==> src/rtl/indirect_mem_unit.sv <==
// rtl/indirect_mem_unit.sv - memory-indirection engine: 0..MAX_LEVELS pointer fetches, then final access
// Optional INDIRECT_ALIGN_CHECK_EN: abort on an odd pointer that feeds a word access
module indirect_mem_unit #(
  parameter int ADDR_W     = 16,
  parameter int DATA_W     = 16,
  parameter int MAX_LEVELS = 2,
  localparam int BE_W      = DATA_W / 8,
  localparam int LW        = $clog2(MAX_LEVELS + 1)
) (
  input  logic              clk,
  input  logic              rst_n,
  input  logic              P_mem_read,
  input  logic              P_mem_write,
  input  logic [ADDR_W-1:0] P_mem_address,
  input  logic [DATA_W-1:0] P_mem_wdata,
  input  logic [BE_W-1:0]   P_mem_byte_enable,
  input  logic [LW-1:0]     P_levels,
  output logic              P_mem_resp,
  output logic [DATA_W-1:0] P_mem_rdata,
  output logic              P_mem_error,
  output logic              D_mem_read,
  output logic              D_mem_write,
  output logic [ADDR_W-1:0] D_mem_address,
  output logic [DATA_W-1:0] D_mem_wdata,
  output logic [BE_W-1:0]   D_mem_byte_enable,
  input  logic [DATA_W-1:0] D_mem_rdata,
  input  logic              D_mem_resp,
  output logic              busy
);

  typedef enum logic [1:0] {
    S_IDLE  = 2'd0,
    S_PTR   = 2'd1,
    S_FINAL = 2'd2,
    S_RESP  = 2'd3
  } state_t;

  state_t            r_state;
  logic              r_is_write;
  logic [ADDR_W-1:0] r_addr;
  logic [DATA_W-1:0] r_wdata;
  logic [BE_W-1:0]   r_be;
  logic [LW-1:0]     r_cnt;
  logic [DATA_W-1:0] r_rdata;
  logic              r_d_read;
  logic              r_d_write;
  logic [BE_W-1:0]   r_d_be;
  logic              r_p_resp;
  logic              r_p_err;

  logic [LW-1:0]     w_levels;
  logic [ADDR_W-1:0] w_ptr;
  logic              w_ptr_bad;

  assign w_levels = (P_levels > LW'(MAX_LEVELS)) ? LW'(MAX_LEVELS) : P_levels;

`ifdef INDIRECT_ALIGN_CHECK_EN
  // Odd pointers are only illegal when they address a full word
  logic w_word_access;
  assign w_word_access = (r_cnt > LW'(1)) || (r_be == '1);
  assign w_ptr         = D_mem_rdata[ADDR_W-1:0];
  assign w_ptr_bad     = w_ptr[0] && w_word_access;
`else
  assign w_ptr     = D_mem_rdata[ADDR_W-1:0] & ~ADDR_W'(1);
  assign w_ptr_bad = 1'b0;
`endif

  always_ff @(posedge clk or negedge rst_n) begin
    if (!rst_n) begin
      r_state    <= S_IDLE;
      r_is_write <= 1'b0;
      r_addr     <= '0;
      r_wdata    <= '0;
      r_be       <= '0;
      r_cnt      <= '0;
      r_rdata    <= '0;
      r_d_read   <= 1'b0;
      r_d_write  <= 1'b0;
      r_d_be     <= '0;
      r_p_resp   <= 1'b0;
      r_p_err    <= 1'b0;
    end else begin
      r_p_resp <= 1'b0;
      r_p_err  <= 1'b0;
      case (r_state)
        S_IDLE: begin
          if (P_mem_read || P_mem_write) begin
            r_is_write <= !P_mem_read;
            r_addr     <= P_mem_address;
            r_wdata    <= P_mem_wdata;
            r_be       <= P_mem_byte_enable;
            r_cnt      <= w_levels;
            if (w_levels != '0) begin
              r_state  <= S_PTR;
              r_d_read <= 1'b1;
              r_d_be   <= '1;
            end else begin
              r_state   <= S_FINAL;
              r_d_read  <= P_mem_read;
              r_d_write <= !P_mem_read;
              r_d_be    <= P_mem_byte_enable;
            end
          end
        end
        S_PTR: begin
          if (r_d_read) begin
            if (D_mem_resp) begin
              r_d_read <= 1'b0;
              if (w_ptr_bad) begin
                r_state <= S_RESP;
                r_p_err <= 1'b1;
              end else begin
                r_addr <= w_ptr;
                r_cnt  <= r_cnt - 1'b1;
                if (r_cnt == LW'(1)) r_state <= S_FINAL;
              end
            end
          end else begin
            // strobe low here is the turnaround cycle; issue the next fetch
            r_d_read <= 1'b1;
          end
        end
        S_FINAL: begin
          if (r_d_read || r_d_write) begin
            if (D_mem_resp) begin
              r_d_read  <= 1'b0;
              r_d_write <= 1'b0;
              if (!r_is_write) r_rdata <= D_mem_rdata;
              r_state  <= S_RESP;
              r_p_resp <= 1'b1;
            end
          end else begin
            r_d_read  <= !r_is_write;
            r_d_write <= r_is_write;
            r_d_be    <= r_be;
          end
        end
        S_RESP: begin
          r_state <= S_IDLE;
        end
        default: begin
          r_state <= S_IDLE;
        end
      endcase
    end
  end

  assign P_mem_resp        = r_p_resp;
  assign P_mem_error       = r_p_err;
  assign P_mem_rdata       = r_rdata;
  assign D_mem_read        = r_d_read;
  assign D_mem_write       = r_d_write;
  assign D_mem_address     = r_addr;
  assign D_mem_wdata       = r_wdata;
  assign D_mem_byte_enable = r_d_be;
  assign busy              = (r_state != S_IDLE);

endmodule
==> config.mk <==
export PLATFORM = sky130hd
export DESIGN_NAME = indirect_mem_unit
export DESIGN_NICKNAME = d
export VERILOG_FILES = /design/src/rtl/indirect_mem_unit.sv
export SDC_FILE = /design/constraint.sdc
export NUM_CORES = 1
export LEC_CHECK = 0
export CAP_MARGIN = 10
export CORE_ASPECT_RATIO = 0.8
export CORE_MARGIN = 5
export CORE_UTILIZATION = 44
export CTS_BUF_LIST = sky130_fd_sc_hd__clkbuf_16
export DETAILED_ROUTE_END_ITERATION = 16
export HOLD_SLACK_MARGIN = 0.06
export PLACE_DENSITY_LB_ADDON = 0.2
export SYNTH_ARGS = -nofsm -noshare
export SYNTH_HDL_FRONTEND = slang
export SYNTH_SLANG_ARGS = --single-unit
export TNS_END_PERCENT = 20
==> constraint.sdc <==
create_clock -name clk -period 2.57 [get_ports clk]
set_input_delay 0.514 -clock clk [delete_from_list [all_inputs] [get_ports clk]]
set_output_delay 0.514 -clock clk [all_outputs]
set_load 0.1 [all_outputs]
# After elaboration in Yosys (flattened, before gate mapping)

Index checks and enable logic that the tools add are counted.

Bits in registers: 60
Input bits: 57
Output and inout bits: 55

$add $sub $neg: 1
$lt $le $gt $ge: 1
Equality and inequality tests: 13
Muxes and demuxes: 35
Bitwise logic cells: 1
Reductions and logical operators: 17

Operators with widths:

| cell                | number |
|---|---|
| $mux 16             | 3 |
| $pmux 16 s2         | 1 |
| $mux 2              | 14 |
| $ne 2x2->1 const B  | 8 |
| $mux 1              | 12 |
| $reduce_and 4->1    | 3 |
| $pmux 2 s2          | 2 |
| $pmux 2 s4          | 1 |
| $reduce_bool 2->1   | 4 |
| $reduce_and 3->1    | 2 |
| $reduce_and 6->1    | 1 |
| $eq 2x1->1 const B  | 2 |
| $eq 2x2->1 const B  | 2 |
| $ne 3x3->1 const B  | 1 |
| $pmux 1 s3          | 1 |
| $reduce_bool 3->1   | 1 |
| $gt 2x2->1 const B  | 1 |
| $logic_not 1->1     | 2 |
| $logic_not 2->1     | 1 |
| $logic_or 1x1->1    | 2 |
| $pmux 1 s2          | 1 |
| $reduce_and 2->1    | 1 |
| $sub 2x1->2 const B | 1 |
| $not 1->1           | 1 |

# Depth between registers and ports, before layout

Gate-level depths: netlist (run 1).

Word-level depth: 6
Depth in mapped cells: 8
Depth with buffers taken out: 6

# Least setup slack after synthesis (run 1)

No wires, ideal clock.

Path kind: flip-flop to flip-flop
Start: reg r_d_read (netlist: D_mem_read)
End: reg r_rdata[10] (netlist: P_mem_rdata[10])
Library setup time: 0.125 ns
Data arrival time: 2.022 ns
Slack: 0.422 ns
Stages on the path, launching flop included: 5
Clock period less this slack: 2.148 ns
Cell sequence: dfrtp_1 -> o21ai_2 -> nor3b_4 -> buf_6 -> mux2_2

Longest elaborated chain between the ends: 2

Ends and longest elaborated chain:

| element                           | line | text |
|---|---|---|
| start: declaration                | 45   | `logic r_d_read;` |
| start signal: assignment          | 99   | `r_d_read <= P_mem_read;` |
| start signal: assignment          | 133  | `r_d_read <= !r_is_write;` |
| $logic_or 1x1->1                  | 124  | `if (r_d_read \|\| r_d_write) begin` |
| $reduce_and 4->1 (no source line) | n/a  |  |
| end signal: assignment            | 128  | `if (!r_is_write) r_rdata <= D_mem_rdata;` |
| end: declaration                  | 44   | `logic [DATA_W-1:0] r_rdata;` |

Every way passes these cells.
A chain may end at the register's enable or synchronous reset.

# Worst setup path after layout (run 1)

Start: reg r_state[0]
End: reg r_addr[0] (netlist: D_mem_address[0])

Longest elaborated chain between the ends: 3
Elaborated cells between the ends (all ways): 8
Those cells by class: eq/ne (4); mux (1); reduce/logical (3)

Ends and longest elaborated chain:

| element                                                                 | line | text |
|---|---|---|
| start: declaration                                                      | 38   | `state_t r_state;` |
| start signal: assignment                                                | 70   | `r_state <= S_IDLE;` |
| start signal: assignment                                                | 94   | `r_state <= S_PTR;` |
| start signal: assignment                                                | 98   | `r_state <= S_FINAL;` |
| $eq 2x1->1 / $logic_not 2->1 (equally long branches)                    | 85   | `case (r_state)` |
| $ne 2x2->1 (no source line) / $reduce_bool 2->1 (equally long branches) | n/a  |  |
| $reduce_and 4->1 (no source line)                                       | n/a  |  |
| end signal: assignment                                                  | 89   | `r_addr <= P_mem_address;` |
| end signal: assignment                                                  | 113  | `r_addr <= w_ptr;` |
| end: declaration                                                        | 40   | `logic [ADDR_W-1:0] r_addr;` |

Parallel ways exist; a longest one is shown, timed or not.

==> results of run 1 <==
cell usage after synthesis:
cell,instances,share of area
nand2_1,7,0.0092
buf_12,1,0.0070
a2bb2oi_1,1,0.0031
a221oi_1,1,0.0031
o22ai_1,1,0.0022
mux2i_1,19,0.066
mux2_2,36,0.14
nor3b_4,1,0.0065
a311oi_1,2,0.0061
conb_1,1,0.0013
a21oi_2,17,0.052
or3b_4,1,0.0039
nor3_1,3,0.0052
ha_1,8,0.035
buf_2,5,0.0087
a31oi_1,1,0.0022
nor2_4,3,0.012
a21oi_1,2,0.0035
nor2_2,9,0.020
nand3b_1,1,0.0026
buf_4,1,0.0026
nor2b_1,1,0.0022
buf_6,4,0.016
o211a_1,1,0.0035
o21a_1,1,0.0026
o211ai_1,1,0.0026
inv_1,10,0.013
o21ai_2,2,0.0061
o311ai_0,1,0.0031
dfrtp_1,60,0.52
o21ai_0,5,0.0087
nor2_1,13,0.017
o31ai_1,2,0.0052
or2_2,2,0.0044
flip-flops by register name (all words and copies together) (netlist names):
register / count
D_mem_address: 16
D_mem_byte_enable: 2
D_mem_read: 1
D_mem_wdata: 16
D_mem_write: 1
P_mem_rdata: 16
P_mem_resp: 1
r_be: 2
r_cnt: 2
r_is_write: 1
r_state: 2
repair_timing:
action                     CTS  global route
hold buffers                 0             0
gates resized for setup      0             1
buffers inserted             0             0
setup endpoints to repair    0             6
layer usage:
metal / track usage / routed length, um / vias to the layer above
met5: 0 / 0 / -
met4: 0.04980 / 55 / 0
met3: 0.07053 / 586 / 6
met2: 0.2798 / 3284 / 71
met1: 0.2134 / 2835 / 1014
li1: - / - / 1014
area by class of cell:
type | count | area, sq um
sequential | 60 | 1501
clock buffer | 9 | 225.2
inverter | 10 | 37.54
timing repair buffer | 116 | 1006
fill | 539 | 2216
multi-input combinational | 143 | 1241
tap | 84 | 105.1
clock inverter | 7 | 43.79
logic make-up (layout without fill, tap and decap cells):
family | count (synthesis) | after routing | share of synthesized area
buffers and inverters | 21 | 142 | 0.04708
adders and majority gates | 8 | 8 | 0.03487
and+or+nand+nor | 41 | 41 | 0.08239
DFF | 60 | 60 | 0.5231
AOI/OAI and AO/OA | 38 | 38 | 0.1038
other | 1 | 1 | 0.001307
muxes | 55 | 55 | 0.2075
metrics by stage:
stage / util / cells
after floorplan: - / 224
after global placement: 0.6091 / 413
after detailed placement: 0.6091 / 413
after CTS: 0.6513 / 429
after global routing: 0.6525 / 429
final: 0.6525 / 429
path summary, 6_finish.rpt:
kind                               endpoint  slack [ns]
max                        D_mem_address[0]        0.50
min                         P_mem_rdata[10]        0.34
max reg2reg                D_mem_address[0]        0.50
min reg2reg                 P_mem_rdata[10]        0.50
max in group asynchronous    P_mem_rdata[1]        1.72
min in group clk            P_mem_rdata[10]        0.50
worst max-delay path: stages, from the launching register on:
cell      delay (ns)
dfrtp_1         0.41
inv_1           0.17
ha_1            0.31
or3b_4          0.44
o211a_4         0.34
nand3b_1        0.19
o21ai_2         0.07
==> reports/results.tsv, run 1 <==
stage	metric	value	unit
cts	cts_made_buffers	9	
synth	syn_area	2870	sq um
place	placement.io_buffers	110	
routing	firstDrtPassIters	4	
setup_path	critPathKind	reg -> reg	
timing	totalNegativeSetupSlack	0	ns
synth	syn_inst	224	
global_route	grt_pass1_wl	11.07	mm
setup_path	critPathLaunchType	flip-flop	
floorplanning	die_width	100.3	um
synth	synth_warnings	0	
global_route	grt-ovfl-total	0	
synth	synth_cell_types	34	
setup_path	cp_max_fo	36	
timing	min_period_over_period	0.8055	
timing	fin_skew	0.005633	ns
cts	htreeDepth	3	
place	post-dp-hpwl	4.863	mm
routing	vias_per_cell	4.907	
timing	min_period	2.070	ns
timing	worst_slack	0.4998	ns
cts	clock-sinks	60	
cts	insertion_delay	0.32	ns
hold_path	hold_path_class	in -> async	
final_layout	area_growth	44.94	%
global_route	grt_pass1_vias	2258	
setup_path	arrival	2.25	ns
final_layout	fin_nets	405	
synth	postSynthNetCount	289	
cts	clkTransAtPathRegs	0.05	ns
place	pre_cts_ws	0.1155	ns
final_layout	layout_common_cells	dfrtp_1, buf_4, clkdlybuf4s50_1, mux2_2, mux2i_1	
place	dpl_cell_area	3884	sq um
floorplanning	io_pins	112	
setup_path	crit_path_start	r_state[0]	
floorplanning	die_y	82.24	um
setup_path	r2r_start	r_state[0]	
floorplanning	die-area	8249	sq um
synth	synth.ff_latch_count	60	
timing	holdWs	0.3441	ns
global_route	antenna_found_initial	0	
synth	yosysSeqAreaShare	0.5231	
global_route	grt_max_degree	61	
cts	clockRootBuffer	clkbuf_16	
job	max-cap-violations	0	
timing	maxSlewViolCount	0	
synth	syn_avg_cell_area	12.81	sq um
timing	fmax	483.0	MHz
routing	wire_per_inst	15.76	um
timing	rsz0062_at_grt	no	
timing	slew_headroom	0.4964	
timing	worstMarginPinSlew	0.7554	ns
place	globalplace.congestion	0.8839	
routing	drcViolationCount	0	
timing	hold_viol	0	
final_layout	diodes	0	
setup_path	worst_r2r_path_depth	6	
cts	cts_tree	done	
routing	drt_iter0_drc	51	
routing	drt-total-wl	6.762	mm
setup_path	end_kind	flip-flop	
final_layout	final_area	4160	sq um
global_route	globalRouteTotalUtil	0.1724	
setup_path	worstPathRequired	2.75	ns
floorplanning	fp-row-count	26	
routing	ant_nets	0	
timing	setup_viol	0	
run_status	status	finished clean	
floorplanning	coreArea	6376	sq um
cts	cts_buffer_depth	2	
floorplanning	initial_utilization	0.4502	
final_layout	layout-drive-gt1-share	0.4261	
routing	num_vias	2105	
Power of run 1 is not shown: default switching activity piles up to over one toggle a cycle in this logic, so the estimate is an artifact.
==> inputs of run 2 (changes only) <==
--- a/config.mk
+++ b/config.mk
@@ -8,7 +8,7 @@
 export CAP_MARGIN = 10
 export CORE_ASPECT_RATIO = 0.8
 export CORE_MARGIN = 5
-export CORE_UTILIZATION = 44
+export CORE_UTILIZATION = 39
 export CTS_BUF_LIST = sky130_fd_sc_hd__clkbuf_16
 export DETAILED_ROUTE_END_ITERATION = 16
 export HOLD_SLACK_MARGIN = 0.06
==> constraint.sdc (replaced) <==
create_clock -name clk -period 1.68 [get_ports clk]
set_input_delay 0.336 -clock clk [delete_from_list [all_inputs] [get_ports clk]]
set_output_delay 0.336 -clock clk [all_outputs]
set_load 0.1 [all_outputs]
==> run 2 against run 1 <==
Effect of this change:
- the flow now finishes with violations (setup timing)
- via count is 7.8% higher
- final area is 27% higher
- global-route usage is 0.23 points lower
- setup slack worse by 0.52 ns
- count of clock-buffer cells in the layout stayed put
- fmax is 22% higher
- utilization is 7.5 points higher
- critical endpoint is now r_cnt[1]
- largest cell class is now non-clock buffers
- highest routed layer unchanged
==> reports/results.tsv, run 2 (synthesis gave the netlist of run 1 again) <==
stage	metric	value	unit	change
final_layout	stdcell_count	466		was 429
routing	vias_per_cell	4.871		was 4.907
floorplanning	io_pins	112		unchanged
global_route	grt_max_degree	46		was 61
final_layout	area_growth	84.66	%	was 44.94%
timing	min_period	1.697	ns	was 2.070 ns
cts	htreeDepth	3		unchanged
setup_path	worstPathRequired	1.88	ns	was 2.75 ns
setup_path	rrSetupSlack	-0.02	ns	was 0.50 ns
cts	cts_buffer_depth	2		unchanged
hold_path	hold_path_class	in -> async		unchanged
timing	rsz0062_at_grt	yes		was no
cts	clockRootBuffer	clkbuf_16		unchanged
place	dpl.cell_count	439		was 413
floorplanning	die_y	86.73	um	was 82.24 um
run_status	status	complete, but fails checks		was finished clean
routing	drcViolationCount	0		unchanged
timing	hold_viol	0		unchanged
global_route	grt_pass1_vias	2410		was 2,258
place	pre_cts_ws	-0.2179	ns	was 0.1155 ns
timing	fin_skew	0.003230	ns	was 0.005633 ns
global_route	grt_pass1_wl	12.26	mm	was 11.07 mm
timing	holdWs	0.4867	ns	was 0.3441 ns
cts	cts_made_buffers	9		unchanged
setup_path	critPathKind	reg -> reg		unchanged
cts	cts_tree	done		unchanged
timing	setup_viol	9		was 0
cts	clkTransAtPathRegs	0.05	ns	about the same
setup_path	critPathLaunchType	flip-flop		unchanged
final_layout	layout-drive-gt1-share	0.5080		was 0.4261
routing	ant_nets	0		unchanged
floorplanning	initial_utilization	0.3939		was 0.4502
routing	drt_iter0_drc	93		was 51
floorplanning	die-area	9186	sq um	was 8249 sq um
timing	maxSlewViolCount	0		unchanged
place	post-dp-hpwl	5.423	mm	was 4.863 mm
floorplanning	fp-row-count	28		was 26
final_layout	final_common_cell	buf_12		
setup_path	cp_max_fo	8		was 36
timing	min_period_over_period	1.010		was 0.8055
routing	firstDrtPassIters	4		unchanged
routing	wire_per_inst	15.98	um	was 15.76 um
cts	clock-sinks	60		unchanged
floorplanning	die_width	105.9	um	was 100.3 um
timing	fmax	589.3	MHz	was 483.0 MHz
setup_path	arrival	1.89	ns	was 2.25 ns
global_route	globalRouteTotalUtil	0.1701		was 0.1724
final_layout	fin_nets	436		was 405
place	globalplace.congestion	0.8777		was 0.8839
final_layout	diodes	0		unchanged
place	placement.io_buffers	110		unchanged
routing	num_vias	2270		was 2,105
global_route	antenna_found_initial	0		unchanged
final_layout	layout_common_cells	buf_12, dfrtp_1, clkdlybuf4s50_1, mux2_2, buf_4		was dfrtp_1, buf_4, clkdlybuf4s50_1, mux2_2, mux2i_1
cts	insertion_delay	0.32	ns	about the same
setup_path	end_kind	flip-flop		unchanged
timing	worst_slack	-0.01685	ns	was 0.4998 ns
routing	drt-total-wl	7.448	mm	was 6.762 mm
global_route	grt-ovfl-total	0		unchanged
job	max-cap-violations	0		unchanged
floorplanning	coreArea	7287	sq um	was 6376 sq um
run_status	violations	setup timing		
-- run 2: changes by cell type in the layout (fill, tap and decap cells not counted), moves of 2 or more --
cell      previous run  this run
buf_12               0        59
buf_4               60        28
buf_6                0         2
clkinv_2             1         3
dfrtp_1             60        58
dfrtp_4              0         2
ha_1                 8         5
ha_4                 0         2
inv_1               11         9
inv_2                0         2
nor2_1              13         9
nor2_2               9         0
nor2_4               3        16
-- run 2: area by class of cell --
type | instances | area, sq um
clock buffers | 9 | 225.2
clock inverters | 7 | 60.06
fillers | 513 | 1987
inverters | 10 | 41.29
multi-input cells | 143 | 1358
flip-flops and latches | 60 | 1509
well taps | 90 | 112.6
repair buffers | 147 | 1994
-- run 2: worst paths after layout --
kind                       cells after the start        from          endpoint
setup / recovery                               7  r_state[0]          r_cnt[1]
hold / removal                                 2       rst_n  D_mem_address[2]
setup reg to reg                               7  r_state[0]          r_cnt[1]
hold reg to reg                                1     r_be[1]           r_be[1]
max in group asynchronous                      3       rst_n    D_mem_wdata[8]
min in group clk                               1     r_be[1]           r_be[1]
-- run 2: metrics by stage --
stage	utilization	TNS, ns	instance area [sq um]
after global placement	0.6607	-8.772	4815
final	0.7273	-0.07020	5300
after detailed placement	0.6607	-9.384	4815
after floorplan	-	-0.7811	2909
after global routing	0.7273	-1.145	5300
after CTS	0.7121	0	5189
-- run 2: critical path, cell delays in order (launching register included) --
cell,delay [ns]
dfrtp_1,0.40
inv_2,0.11
ha_4,0.15
or3b_4,0.41
o211a_4,0.20
buf_12,0.16
nor2_4,0.10
a21oi_2,0.04
-- run 2: timing repair --
item / in CTS / in global routing
setup buffers: 8 / 2
endpoints found under the setup margin: 11 / 56
pin swaps: 1 / 2
hold endpoints to repair: 15 / 0
hold buffers: 1 / 0
gates resized for setup: 6 / 21
-- run 2: per-layer routing --
metal,vias to the layer above,share of wire,global-route usage
met5,-,0,0
met4,0,0.0056,0.03647
met3,4,0.092,0.08861
met2,85,0.49,0.2743
met1,1100,0.41,0.2050
li1,1081,-,-
Power of run 2 is left out for the same reason.
